[src/rtl/regfile_dual_pkg.sv]
// regfile_dual_pkg: shared CPU types for the dual-issue register file.
package regfile_dual_pkg;
    typedef logic [31:0] word_t;
    typedef logic [4:0]  creg_addr_t;
    typedef struct packed {
        logic       valid;
        creg_addr_t dst;
        word_t      value;
    } write_reg_t;
    typedef struct packed {
        logic  hi_valid;
        logic  lo_valid;
        word_t hi;
        word_t lo;
    } write_hilo_t;
    function automatic logic reg_commits(write_reg_t w);
        return w.valid && (w.dst != '0);
    endfunction
endpackage

[src/rtl/regfile_bypass.sv]
// regfile_bypass: forwarding mux, slot 2 beats slot 1 beats stored state.
module regfile_bypass
    import regfile_dual_pkg::*;
#(
    parameter int BYPASS = 1
) (
    input  logic  hit1_i,
    input  word_t data1_i,
    input  logic  hit2_i,
    input  word_t data2_i,
    input  word_t stored_i,
    output word_t data_o
);
    assign data_o = (BYPASS != 0 && hit2_i) ? data2_i :
                    (BYPASS != 0 && hit1_i) ? data1_i : stored_i;
endmodule

[src/rtl/regfile_dual.sv]
// regfile_dual: 2-write / NUM_RD-read GPR file with HI/LO and a write counter.
module regfile_dual
    import regfile_dual_pkg::*;
#(
    parameter int NUM_RD = 4,
    parameter int BYPASS = 1
) (
    input  logic        clk,
    input  logic        resetn,
    input  write_reg_t  write_reg_1,
    input  write_reg_t  write_reg_2,
    input  write_hilo_t write_hilo_1,
    input  write_hilo_t write_hilo_2,
    input  creg_addr_t  raddr [NUM_RD],
    output word_t       rdata [NUM_RD],
    output word_t       hi_out,
    output word_t       lo_out,
    output logic [31:0] perf_wr_cnt
);
    word_t       gpr_q [1:31];
    word_t       gpr_d [1:31];
    word_t       hi_q, hi_d, lo_q, lo_d;
    logic [31:0] perf_q, perf_d;
    logic        c1, c2;

    assign c1 = reg_commits(write_reg_1);
    assign c2 = reg_commits(write_reg_2);

    always_comb begin
        gpr_d = gpr_q;
        for (int r = 1; r < 32; r++) begin
            if (c1 && write_reg_1.dst == 5'(r)) gpr_d[r] = write_reg_1.value;
            if (c2 && write_reg_2.dst == 5'(r)) gpr_d[r] = write_reg_2.value;
        end
        hi_d = write_hilo_2.hi_valid ? write_hilo_2.hi : write_hilo_1.hi_valid ? write_hilo_1.hi : hi_q;
        lo_d = write_hilo_2.lo_valid ? write_hilo_2.lo : write_hilo_1.lo_valid ? write_hilo_1.lo : lo_q;
        perf_d = perf_q + 32'(c1) + 32'(c2);
    end

    always_ff @(posedge clk or negedge resetn) begin
        if (!resetn) begin
            for (int r = 1; r < 32; r++) gpr_q[r] <= '0;
            hi_q   <= '0;
            lo_q   <= '0;
            perf_q <= '0;
        end else begin
            gpr_q  <= gpr_d;
            hi_q   <= hi_d;
            lo_q   <= lo_d;
            perf_q <= perf_d;
        end
    end

    // c1/c2 already exclude dst 0, so a read of r0 can never be forwarded
    for (genvar i = 0; i < NUM_RD; i++) begin : g_rd
        word_t stored;
        assign stored = (raddr[i] == '0) ? '0 : gpr_q[raddr[i]];
        regfile_bypass #(.BYPASS(BYPASS)) u_byp (
            .hit1_i  (c1 && write_reg_1.dst == raddr[i]),
            .data1_i (write_reg_1.value),
            .hit2_i  (c2 && write_reg_2.dst == raddr[i]),
            .data2_i (write_reg_2.value),
            .stored_i(stored),
            .data_o  (rdata[i])
        );
    end

    regfile_bypass #(.BYPASS(BYPASS)) u_byp_hi (
        .hit1_i  (write_hilo_1.hi_valid),
        .data1_i (write_hilo_1.hi),
        .hit2_i  (write_hilo_2.hi_valid),
        .data2_i (write_hilo_2.hi),
        .stored_i(hi_q),
        .data_o  (hi_out)
    );

    regfile_bypass #(.BYPASS(BYPASS)) u_byp_lo (
        .hit1_i  (write_hilo_1.lo_valid),
        .data1_i (write_hilo_1.lo),
        .hit2_i  (write_hilo_2.lo_valid),
        .data2_i (write_hilo_2.lo),
        .stored_i(lo_q),
        .data_o  (lo_out)
    );

    assign perf_wr_cnt = perf_q;
endmodule

[config.mk]
export PLATFORM = sky130hd
export DESIGN_NAME = regfile_dual
export DESIGN_NICKNAME = d
export VERILOG_FILES = /design/src/rtl/regfile_dual_pkg.sv /design/src/rtl/regfile_bypass.sv /design/src/rtl/regfile_dual.sv
export SDC_FILE = /design/constraint.sdc
export NUM_CORES = 2
export LEC_CHECK = 0
export CAP_MARGIN = 20
export CORE_ASPECT_RATIO = 0.8
export CORE_MARGIN = 2
export CORE_UTILIZATION = 39
export CTS_BUF_LIST = sky130_fd_sc_hd__clkbuf_16
export DETAILED_ROUTE_END_ITERATION = 16
export SLEW_MARGIN = 5
export SYNTH_ARGS = -nofsm -noshare
export SYNTH_HDL_FRONTEND = slang
export SYNTH_SLANG_ARGS = --single-unit
[constraint.sdc]
create_clock -name clk -period 6.1 [get_ports clk]
set_clock_uncertainty 0.15 [all_clocks]
set_input_delay 1.22 -clock clk [delete_from_list [all_inputs] [get_ports clk]]
set_output_delay 1.22 -clock clk [all_outputs]
set_load 0.03 [all_outputs]
==> results_dict.tcl <==
set metrics [dict create \
    number_of_buffers_created_by_cts 121 \
    dieArea_mm2 0.221 \
    routed_wl_um 429000 \
    synth_area_mm2 0.0846 \
    status "complete, but fails checks" \
    die_h_um 420 \
    die-width_um 525 \
    finalHoldViolations 0 \
    r2r-end "perf_wr_cnt[27]" \
    setup-violations-final 1 \
    hold_path_class "input port to async pin" \
    main_combinational_cell_family_by_area_after_synthesis "multiplexers" \
    dr_wl_met3_um 69600 \
    timing.critical_path.fanout_max 22 \
    post-route-cell-area_mm2 0.0991 \
    cpPeakStageDelay_ns 0.91 \
    power-per-cell-area_mw_per_mm2 313 \
    postCtsSetupBuffers 0 \
    highest_layer "met5" \
    timing.reg2reg.setup_slack_ns 2.73 \
    cts.reportedPaths.clkPinSlew_ns 0.06 \
    synth_compound_area_share_pct 13.9 \
    clock_insertion_delay_worst_skew_ns 0.80 \
    clk_path_buf_depth 3 \
    detail-route-antenna-nets 0 \
    met1_length_um 152000 \
    min_period_over_period_pct 101 \
    max-slew-margin-rel_pct 10.8 \
    pin_count_of_the_biggest_net_entering_global_routing 162 \
    total_power_w 0.0310 \
    cp-start-kind "input port" \
    number_of_antenna_violations_at_the_first_check_in_global_routing 28 \
    yosys.area_share.simple_pct 9.26 \
    critical_path_required_ns 4.73 \
    fin_cells 11200 \
    area.growth.synth_to_final_pct 17.2 \
    worst_pin_slew_ns 1.33 \
    netlist-cell-type-count 62 \
    placement.io_buffers 453 \
    finalWorstSetupSlack_ns -0.0665 \
    place.detailed.instances 10900 \
    critical_path_buf_inv_count 4 \
    tritoncts_num_sinks 1088 \
    clk_root_buffer_cell "clkbuf_16" \
    hpwl_um 286000 \
    worst_ir_drop_vdd_mv 0.253 \
    drc_errors 0 \
    synth-main-ff-cell "dfrtp_1" \
    power.leakage_nw 40.0 \
    critical-path-top-cell-by-count "buf_4" \
    syn-mean-instance-area_um2 10.4 \
    finalCriticalPeriod_ns 6.17 \
    number_of_synthesized_flops_with_an_enable_pin 0 \
    final_max_slew_viol_count 0 \
    cts-htree-levels 3 \
    max-cap-violations 0 \
    critPathKind "input port to output port" \
    dr_wl_met2_um 170000 \
    worst_path_dominant_cell_family "buffers and inverters" \
    synthesis.instances 8167 \
    synth_adder_area_share_pct 0.0385 \
    grt.total_usage_pct 37.9 \
    area_of_the_core_mm2 0.215 \
    timing.rr.start "perf_wr_cnt[0]" \
    synth_xor_area_share_pct 0.725 \
    core.rowCount 152 \
    worst_ep_arrival_time_ns 4.80 \
    synthArstFlopShare_pct 100 \
    critical_path_depth 9 \
    fmaxAchievable_mhz 162 \
    routedWlPerCell_um 38.4 \
    ys_seq_area_share_pct 32.2 \
    detailed_place.area_mm2 0.0950 \
    first_iter_violations 14000 \
    dr_total_vias 79800 \
    post_drt_via_cell_ratio 7.14 \
    startpoint "write_reg_1[33]" \
    yosysWarningCount 0 \
    io_pins 454 \
    violations "setup timing" \
    finalWeightedCongestion 1.04 \
    number_of_global_route_vias_before_repair 76000 \
    postSynthRegisterBits 1088 \
    synthMuxAreaShare_pct 38.6 \
    grt_pass1_wl_um 597000 \
    first_pass_iters 9 \
    effective_utilization_at_floorplan_pct 39.3 \
    drive_above_1_share_pct 23.2 \
    critical_path.cell_chain "clkdlybuf4s50_1 > nor3_2 > a21boi_1 > buf_4 > and4_2 > or2_4 > o31ai_1 > buf_4 > buf_12" \
    slowest_stage "o31ai_1" \
    setup_crit_end_kind "output port" \
    timing.reg2reg.worst_path_depth 7 \
    grt_setup_unrepaired "false" \
    final_nets 8431 \
    cts_tree "done" \
    synth.net_count 8399 \
    grt_overflow_total 0 \
]
## worst max path at each step
| stage | endpoint |
|---|---|
| 6_report | rdata[113] |
| 5_1_grt | rdata[113] |
| 4_1_cts | rdata[113] |
| 3_3_place_gp | rdata[110] |
| 3_5_place_dp | rdata[110] |
| 2_1_floorplan | rdata[105] |
## metal layers
metal	vias to the layer above	track usage (%)
met2	7358	51.3
met4	8	27.4
li1	31100	-
met1	39500	48.2
met3	1739	16.0
met5	-	0.721
## logic make-up after synthesis
logic type,Yosys count
buffers and inverters,1075
and+or+nand+nor,1838
xor gates and xnor gates,70
AOI/OAI and AO/OA,1879
adders and majority gates,2
DFF,1088
muxes,2215
## placed cells by master, fill, tap and decap left out, types with 125 or more instances in the layout
cell type / instances
buf_12: 203
buf_4: 430
o21ai_0: 296
a22oi_1: 179
mux2_2: 140
nor2_1: 809
nand2_1: 598
mux4_2: 820
o21ai_1: 138
clkdlybuf4s50_1: 303
clkbuf_16: 125
dfrtp_1: 1088
mux2i_1: 1255
a221oi_1: 271
a21oi_1: 750
## state kept, by name (all words and copies together), names as in the netlist
register / cells
perf_wr_cnt: 32
gpr_q: 992
hi_q: 32
lo_q: 32
## area by class of cell
| type | count | area [µm²] |
|---|---|---|
| Fill cell | 19700 | 116000 |
| Multi-Input combinational cell | 6004 | 53600 |
| Sequential cell | 1088 | 27200 |
| Timing Repair Buffer | 954 | 10600 |
| Tap cell | 2849 | 3560 |
| Clock buffer | 125 | 3130 |
| Clock inverter | 97 | 850 |
| Inverter | 30 | 113 |
| Antenna cell | 23 | 57.6 |
## metrics by stage
stage	hold slack, ns	setup TNS, ns	setup WS, ns	utilization (%)
2_1_floorplan	0.352	0	1.27	-
3_3_place_gp	0.314	0	0.0204	44.2
3_5_place_dp	0.321	-0.0267	-0.0186	44.2
4_1_cts	0.338	0	0.00885	46.0
5_1_grt	0.343	0	0.0361	46.1
6_report	0.296	-0.0665	-0.0665	46.1
## what timing repair did
action	4_1_cts	5_1_grt
hold buffers	0	0
resized for setup	2	0
setup endpoints to repair	2	0
## report_power, final
part	leakage [nW]	internal, W	switching (W)
Sequential	13.0	0.00907	0.00247
Combinational	24.9	0.00593	0.00579
Clock	2.07	0.00431	0.00347
Total	40.0	0.0193	0.0117
## synth_stat cells, types with 30 or more instances
master / number / area [µm²]
buf_2: 297 / 1490
nand3_1: 84 / 420
buf_1: 82 / 308
mux2i_1: 1255 / 12600
o31ai_1: 43 / 323
clkbuf_1: 645 / 2420
nor2b_1: 63 / 394
xnor2_1: 51 / 447
inv_1: 30 / 113
nand2_1: 611 / 2290
a22oi_1: 179 / 1340
o21ai_1: 139 / 696
o21ai_0: 296 / 1480
mux4_2: 820 / 18500
a221oi_1: 271 / 2370
a22o_1: 30 / 263
nand4_1: 122 / 763
a21oi_1: 754 / 3770
dfrtp_1: 1088 / 27200
mux2_2: 140 / 1580
nor3_1: 36 / 180
nor2_1: 830 / 3120
o221ai_1: 32 / 280
No activity file was read; power rests on OpenSTA's default activity.
